File: config.mk
export PLATFORM = sky130hd
export DESIGN_NAME = vector_store_serializer
export DESIGN_NICKNAME = d
export VERILOG_FILES = /design/src/rtl/vector_store_serializer.sv
export SDC_FILE = /design/constraint.sdc
export NUM_CORES = 1
export LEC_CHECK = 0
export ABC_AREA = 1
export BUFFER_PORTS_ARGS = -buffer_cell sky130_fd_sc_hd__buf_2
export CORE_ASPECT_RATIO = 1.1
export CORE_UTILIZATION = 55
export CTS_CLUSTER_SIZE = 14
export DETAILED_ROUTE_END_ITERATION = 8
export HOLD_SLACK_MARGIN = 0.1
export PLACE_DENSITY = 0.87
export SLEW_MARGIN = 20
export SYNTH_ARGS = -nofsm -noshare
export SYNTH_HDL_FRONTEND = slang
export SYNTH_SLANG_ARGS = --single-unit
File: constraint.sdc
create_clock -name CLK -period 15.9 [get_ports CLK]
set_input_delay 3.975 -clock CLK [delete_from_list [all_inputs] [get_ports CLK]]
set_output_delay 3.975 -clock CLK [all_outputs]
set_load 0.01 [all_outputs]
File: src/rtl/vector_store_serializer.sv
// vector_store_serializer: buffers 8-lane vector stores from the core's memory
// stage in a DEPTH-entry FIFO and replays each lane as an 8-bit pixel write.
// Optional build macro VSS_SATURATE_EN: clamp each lane (two's complement) to
// 0..255 instead of plain truncation to the low byte.
module vector_store_serializer #(
  parameter int unsigned N      = 20,
  parameter int unsigned DEPTH  = 4,
  parameter int unsigned ADDR_W = 16
) (
  input  logic                         CLK,
  input  logic                         RST,
  input  logic                         MemWriteM,
  input  logic [7:0][N-1:0]            ALUResultM,
  input  logic [7:0][N-1:0]            writeData,
  output logic                         StallOut,
  output logic [$clog2(DEPTH+1)-1:0]   count,
  output logic                         busy,
  output logic                         pix_valid,
  input  logic                         pix_ready,
  output logic [ADDR_W-1:0]            pix_addr,
  output logic [7:0]                   pix_data
);

  localparam int unsigned CNT_W = $clog2(DEPTH + 1);
  localparam int unsigned PTR_W = $clog2(DEPTH);

  typedef enum logic {IDLE, SEND} state_e;

  // FIFO storage and control
  logic [ADDR_W-1:0]    mem_base_q [DEPTH];
  logic [7:0][N-1:0]    mem_data_q [DEPTH];
  logic [PTR_W-1:0]     wr_ptr_q, wr_ptr_d;
  logic [PTR_W-1:0]     rd_ptr_q, rd_ptr_d;
  logic [CNT_W-1:0]     count_q, count_d;

  // Serializer state
  state_e               state_q;
  logic [2:0]           lane_q;
  logic [2:0]           lane_nx;
  logic [ADDR_W-1:0]    ser_base_q;
  logic [7:0][N-1:0]    ser_data_q;
  logic                 pix_valid_q;
  logic [ADDR_W-1:0]    pix_addr_q;
  logic [7:0]           pix_data_q;

  logic                 push;
  logic                 pop;
  logic                 fifo_nonempty;
  logic [ADDR_W-1:0]    head_base;
  logic [7:0][N-1:0]    head_data;

  // Only lane 0's low address bits carry the store address.
  logic                 unused_addr_bits;
  assign unused_addr_bits = ^{ALUResultM[7:1], ALUResultM[0][N-1:ADDR_W]};

  function automatic logic [7:0] lane_map(input logic [N-1:0] v);
`ifdef VSS_SATURATE_EN
    if (v[N-1])
      lane_map = '0;
    else if (|v[N-2:8])
      lane_map = '1;
    else
      lane_map = v[7:0];
`else
    lane_map = v[7:0];
`endif
  endfunction

  assign fifo_nonempty = (count_q != '0);
  assign StallOut      = (count_q == CNT_W'(DEPTH));
  assign push          = MemWriteM && !StallOut;
  // A pop happens when idle with data waiting, or when the last lane of the
  // in-flight entry hands off and another entry is waiting (no bubble).
  assign pop           = fifo_nonempty &&
                         ((state_q == IDLE) ||
                          (state_q == SEND && pix_ready && lane_q == 3'd7));
  assign head_base     = mem_base_q[rd_ptr_q];
  assign head_data     = mem_data_q[rd_ptr_q];
  assign lane_nx       = lane_q + 3'd1;

  // Next-state for FIFO pointers and occupancy
  always_comb begin
    wr_ptr_d = wr_ptr_q;
    rd_ptr_d = rd_ptr_q;
    count_d  = count_q;
    if (push) wr_ptr_d = wr_ptr_q + 1'b1;
    if (pop)  rd_ptr_d = rd_ptr_q + 1'b1;
    case ({push, pop})
      2'b10:   count_d = count_q + 1'b1;
      2'b01:   count_d = count_q - 1'b1;
      default: count_d = count_q;
    endcase
  end

  // FIFO pointer/occupancy registers
  always_ff @(posedge CLK) begin
    if (RST) begin
      wr_ptr_q <= '0;
      rd_ptr_q <= '0;
      count_q  <= '0;
    end else begin
      wr_ptr_q <= wr_ptr_d;
      rd_ptr_q <= rd_ptr_d;
      count_q  <= count_d;
    end
  end

  // FIFO storage write; contents need no reset since pointers gate reads
  always_ff @(posedge CLK) begin
    if (push) begin
      mem_base_q[wr_ptr_q] <= ALUResultM[0][ADDR_W-1:0];
      mem_data_q[wr_ptr_q] <= writeData;
    end
  end

  // Serializer FSM with registered pixel outputs
  always_ff @(posedge CLK) begin
    if (RST) begin
      state_q     <= IDLE;
      lane_q      <= '0;
      ser_base_q  <= '0;
      ser_data_q  <= '0;
      pix_valid_q <= 1'b0;
      pix_addr_q  <= '0;
      pix_data_q  <= '0;
    end else begin
      case (state_q)
        IDLE: begin
          if (pop) begin
            ser_base_q  <= head_base;
            ser_data_q  <= head_data;
            lane_q      <= '0;
            pix_valid_q <= 1'b1;
            pix_addr_q  <= head_base;
            pix_data_q  <= lane_map(head_data[0]);
            state_q     <= SEND;
          end
        end
        SEND: begin
          if (pix_ready) begin
            if (lane_q != 3'd7) begin
              lane_q     <= lane_nx;
              pix_addr_q <= pix_addr_q + 1'b1;
              pix_data_q <= lane_map(ser_data_q[lane_nx]);
            end else if (pop) begin
              ser_base_q <= head_base;
              ser_data_q <= head_data;
              lane_q     <= '0;
              pix_addr_q <= head_base;
              pix_data_q <= lane_map(head_data[0]);
            end else begin
              pix_valid_q <= 1'b0;
              lane_q      <= '0;
              state_q     <= IDLE;
            end
          end
        end
        default: state_q <= IDLE;
      endcase
    end
  end

  assign count     = count_q;
  assign busy      = fifo_nonempty || (state_q == SEND);
  assign pix_valid = pix_valid_q;
  assign pix_addr  = pix_addr_q;
  assign pix_data  = pix_data_q;

endmodule

**Word level (Yosys, flattened, before mapping)**

Memory sizes are Yosys's and may differ from the RTL's. A register that Yosys moved wholly into a read port is not among the register bits.
Cells that the tools add are included.

- Register bits after elaboration: 196
- Bits in latches: 0
- Bits in writable memories: 704
- Bits in read-only memories: 0
- Input bits: 324
- Output and inout port bits: 30
- Word-level logic and storage cells: 81
- Memories: 2

- Add/sub/neg operators: 6
- Multiply operators: 0
- Div/mod/pow operators: 0
- Magnitude comparators: 1
- Equal/unequal tests: 9
- Shift-type cells: 0
- Muxes and demuxes: 34
- Bitwise gates (word level): 1
- Reductions and logical operators: 12

Memories:

| memory | depth | bits a word | rd ports | clocked after Yosys merged registers in | write ports | RTL line | RTL |
|---|---|---|---|---|---|---|---|
| mem_data_q | 4 | 160 | 1 | 1 | 1 | 31 | `logic [7:0][N-1:0] mem_data_q [DEPTH];` |
| mem_base_q | 4 | 16 | 1 | 1 | 1 | 30 | `logic [ADDR_W-1:0] mem_base_q [DEPTH];` |

Operators with widths:

| operator | count |
|---|---|
| $mux W160 | 3 |
| $pmux W160 S2 | 1 |
| $bmux W20 S3 | 1 |
| $mux W16 | 3 |
| $mux W8 | 4 |
| $pmux W16 S2 | 1 |
| $add A16 B1 Y16 const B | 1 |
| $pmux W8 S2 | 1 |
| $pmux W3 S2 | 2 |
| $mux W1 | 9 |
| $mux W3 | 3 |
| $mux W2 | 4 |
| $ne A2 B2 Y1 const B | 4 |
| $add A3 B1 Y3 const B | 2 |
| $eq A3 B3 Y1 const B | 2 |
| $add A2 B1 Y2 const B | 2 |
| $logic_and A1 B1 Y1 | 4 |
| $lt A3 B4 Y1 const B | 1 |
| $pmux W1 S2 | 2 |
| $reduce_and A2 Y1 | 2 |
| $reduce_and A4 Y1 | 1 |
| $ne A3 B3 Y1 const B | 1 |
| $reduce_bool A3 Y1 | 1 |
| $sub A3 B1 Y3 const B | 1 |
| 6 further kinds | 7 |

**Logic depth before layout (Yosys ltp)**

- Depth after elaboration: 8
- Depth in mapped cells: 14
- Depth with buffers taken out: 12

**Worst setup path after synthesis**

No wires, ideal clock.

- Path kind: input port to flip-flop
- Start: input port MemWriteM
- End: memory mem_base_q[0][0], enable pin
- Setup time: 519 ps
- Arrival: 7,609 ps
- Data required time: 15,381 ps
- Setup slack: 7,772 ps
- Stages: 4
- Buffers on the path: 0
- Path through: inv_1 -> nor2_1 -> inv_1 -> nor2_1

- Cells in the longest elaborated chain, start to end: 3

RTL lines:

| what | RTL line | RTL |
|---|---|---|
| from (decl) | 12 | `input logic MemWriteM,` |
| $logic_and A1 B1 Y1 | 71 | `assign push = MemWriteM && !StallOut;` |
| $mux W1 | 110 | `if (push) begin` |
| $mux W1 (implied by the code) | 111 | `mem_base_q[wr_ptr_q] <= ALUResultM[0][ADDR_W-1:0];` |
| to (decl) | 30 |  |

No other way between the ends.

**Final worst setup path**

- Start: input port pix_ready
- End: register count_q[2], in the netlist count[2]

- Cells in the longest elaborated chain, start to end: 6
- Elaborated cells on any way between the ends: 8
- Classes of those cells: eq/ne (2); mux (1); reduce/logical (5)

RTL lines:

| what | RTL line | RTL |
|---|---|---|
| from (decl) | 19 | `input logic pix_ready,` |
| $logic_and A1 B1 Y1 (*) (2 in a row) | 76 | `(state_q == SEND && pix_ready && lane_q == 3'd7));` |
| $logic_or A1 B1 Y1 (*) | 75 | `((state_q == IDLE) \|\|` |
| $logic_and A1 B1 Y1 (*) | 74 | `assign pop = fifo_nonempty &&` |
| $eq A2 B1 Y1 or $eq A2 B2 Y1 (tied branches) | 88 | `case ({push, pop})` |
| $pmux W3 S2 or $reduce_bool A2 Y1 (tied branches) | n/a |  |
| to (signal assigned) | 104 | `count_q <= count_d;` |
| to (decl) | 34 | `logic [CNT_W-1:0] count_q, count_d;` |

Every way passes the cells marked *; elsewhere a longest branch is shown, timed or not.
A chain may end at the register's enable or synchronous reset.

==> impl_metrics.yaml <==
run_status:
  status: "finished clean"
job:
  maxCapViolCount: 0
global_route:
  grt_max_degree: 155
  grt_pass1_vias: 11480
  grt_overflow_total: 0
  grt_usage: 0.2555
  antenna_found_initial: 9
  grt_pass1_wl_mm: 61.05
clock_tree:
  clkTransAtPathRegs_ps: 60
  hold_buffers: 0
  clk_latency_ps: 540
  clk_path_buf_depth: 3
  cts_tree: "done"
  cts_buffers: 41
  htree_levels: 2
  cts_root_buf: "clkbuf_16"
  cts_resized: 0
  postCtsSetupRepairBufs: 0
  cts.sinks: 422
routing:
  drt_iter0_drc: 1320
  first_pass_iters: 5
  wire_per_inst_um: 19.71
  antenna_left: 0
  num_vias: 12140
  drc_errors: 0
  routed_wl_mm: 40.74
  viasPerCell: 5.875
power:
  leakagePower_nw: 6.790
  ir_drop_uv: 129.3
  power_w: 0.003611
  powerDensity_nw_per_um2: 190.3
sta:
  tns_ps: 0
  drv_slew: 0
  worstMarginPinSlew_ps: 1125
  setup_viol: 0
  clock_skew_ps: 11.42
  hold_viol: 0
  slew_headroom: 0.2500
  min_period_over_period: 0.3852
  rsz0062_at_grt: "no"
  min_period_ps: 6124
  fmax_mhz: 163.3
logic_synthesis:
  syn_inst: 1541
  ys_top_cells_by_area: "edfxtp_1 (57%), dfxtp_1 (12%), o21ai_0 (7.1%)"
  syn_area_per_cell_um2: 10.98
  ys_seq_area_frac: 0.6884
  syn_area_um2: 16930
  synthDistinctLibCells: 41
  synth.largest_area_cell: "edfxtp_1"
  yosys_warnings: 0
  syn_nets: 1874
  ys_ff_latch: 422
  synth_top_area_frac: 0.5677
min_path:
  min_path_type: "reg -> reg"
critical_path:
  cp_max_fo: 135
  path_cells: "buf_2 > nand3_4 > nand2_4 > nand2_8 > clkinv_4 > ha_1 > fa_1 > a21oi_1 > o21a_1 > o21ai_0 > a21oi_1"
  cp.required_ps: 16370
  critPathSlowestCell: "clkinv_4"
  crit_type: "in -> reg"
  critical_path.top_delay_family: "adder cells"
  path_common_cell: "a21oi_1"
  max_stage_delay_ps: 660
  cp-end-kind: "flip-flop"
  start_kind: "input pin"
  critical_path_buf_inv_count: 2
  cp.arrival_ps: 6590
floorplan:
  die_x_um: 169.3
  die_h_um: 186.0
  dieArea_um2: 31480
  io_pins: 354
  initial_core_util: 0.5578
  row_count: 67
  coreArea_um2: 30350
finish:
  area_growth_syn_to_layout_pct: 12.12
  drive_gt1_frac: 0.1275
  final_nets: 1947
placed_design:
  gp_congestion: 0.8950
  hpwl_mm: 22.84
  portBuffers: 113
-- tightest hold or removal path: stages (launching register included) --
cell     delay [ps]
dfxtp_1         300
inv_1            50
a21oi_1          60
-- cell usage in the layout (no fill, tap or decap), types with 9 or more instances in the layout --
cell type,netlist,routed
edfxtp_1,320,320
nor2_1,315,311
o21ai_0,241,241
nand2_1,187,187
buf_2,45,113
dfxtp_1,102,100
nand3_1,79,79
a31oi_1,56,56
a21oi_1,47,47
clkbuf_16,0,43
inv_1,34,34
o21ai_1,16,16
buf_4,16,11
clkinv_1,2,9
-- layer usage --
metal / wire, µm / up-vias / track usage
met3: 3750 / 103 / 0.05698
met2: 19980 / 585 / 0.4428
met4: 1201 / 10 / 0.09369
met1: 15750 / 5878 / 0.3139
met5: 62 / - / 0
li1: - / 5568 / -
-- final cells by class --
cell class	instances	area, µm²
inverter	41	166.4
clock inverter	24	247.7
sequential	422	11660
fill	2330	11370
antenna	6	15.01
clock buffer	52	1120
tap	414	518.0
timing repair buffer	126	688.2
multi-input combinational	982	4567
-- synth_stat cells (all sizes together) --
master    n
a211oi    1
a21oi    49
a31oi    56
buf      74
clkbuf   22
clkinv    3
dfxtp   102
edfxtp  320
fa        1
ha        8
inv      38
nand2   192
nand3    80
nand3b    1
nand4     7
nor2    317
nor3      4
o211ai    3
o21a      1
o21ai   258
o22ai     2
o311ai    1
xor2      1
-- path summary, 6_finish.rpt --
check                    from        end  slack, ps  depth (start not counted)
setup / recovery    pix_ready   count[2]       9780                         11
hold / removal    rd_ptr_q[1]  flip-flop        460                          2
setup reg to reg    lane_q[0]   count[2]      12280                         13
hold reg to reg   rd_ptr_q[1]  flip-flop        460                          2
-- per-stage QoR --
step | std cells | instance area [µm²] | hold WS (ps) | setup WS, ps | utilization
after floorplan | 1541 | 16930 | 436.2 | 7772 | -
after global placement | 1983 | 17560 | 446.8 | 9232 | 0.5785
after detailed placement | 1983 | 17560 | 452.3 | 9180 | 0.5785
after CTS | 2059 | 18920 | 460.6 | 9742 | 0.6236
after global routing | 2062 | 18970 | 482.3 | 9534 | 0.6250
final | 2067 | 18980 | 461.0 | 9776 | 0.6254
-- logic make-up (layout without fill, tap and decap cells) --
family / after synthesis / in the layout / share of synthesized area
and+or+nand+nor: 601 / 601 / 0.1448
AOI/OAI and AO/OA: 371 / 371 / 0.1156
xor gates and xnor gates: 1 / 1 / 0.0005175
other: 0 / 6 / 0
adders and majority gates: 9 / 9 / 0.007097
buffers and inverters: 137 / 243 / 0.04361
DFF: 422 / 422 / 0.6884
-- sequential cells by signal (all words and copies together), names as in the netlist, named ones only --
name	cells
count	3
pix_data	8
state_q	1
mem_base_q	64
mem_data_q	256
ser_data_q	64
lane_q	3
wr_ptr_q	2
pix_valid	1
pix_addr	16
rd_ptr_q	2
-- power by group --
part / leakage, nW / internal [W] / switching [W]
registers: 3.78 / 0.00141 / 0.000162
logic: 2.35 / 0.000311 / 0.000745
clock network: 0.664 / 0.000581 / 0.000399
total: 6.79 / 0.00231 / 0.00131
(Power assumes the default switching activity.)
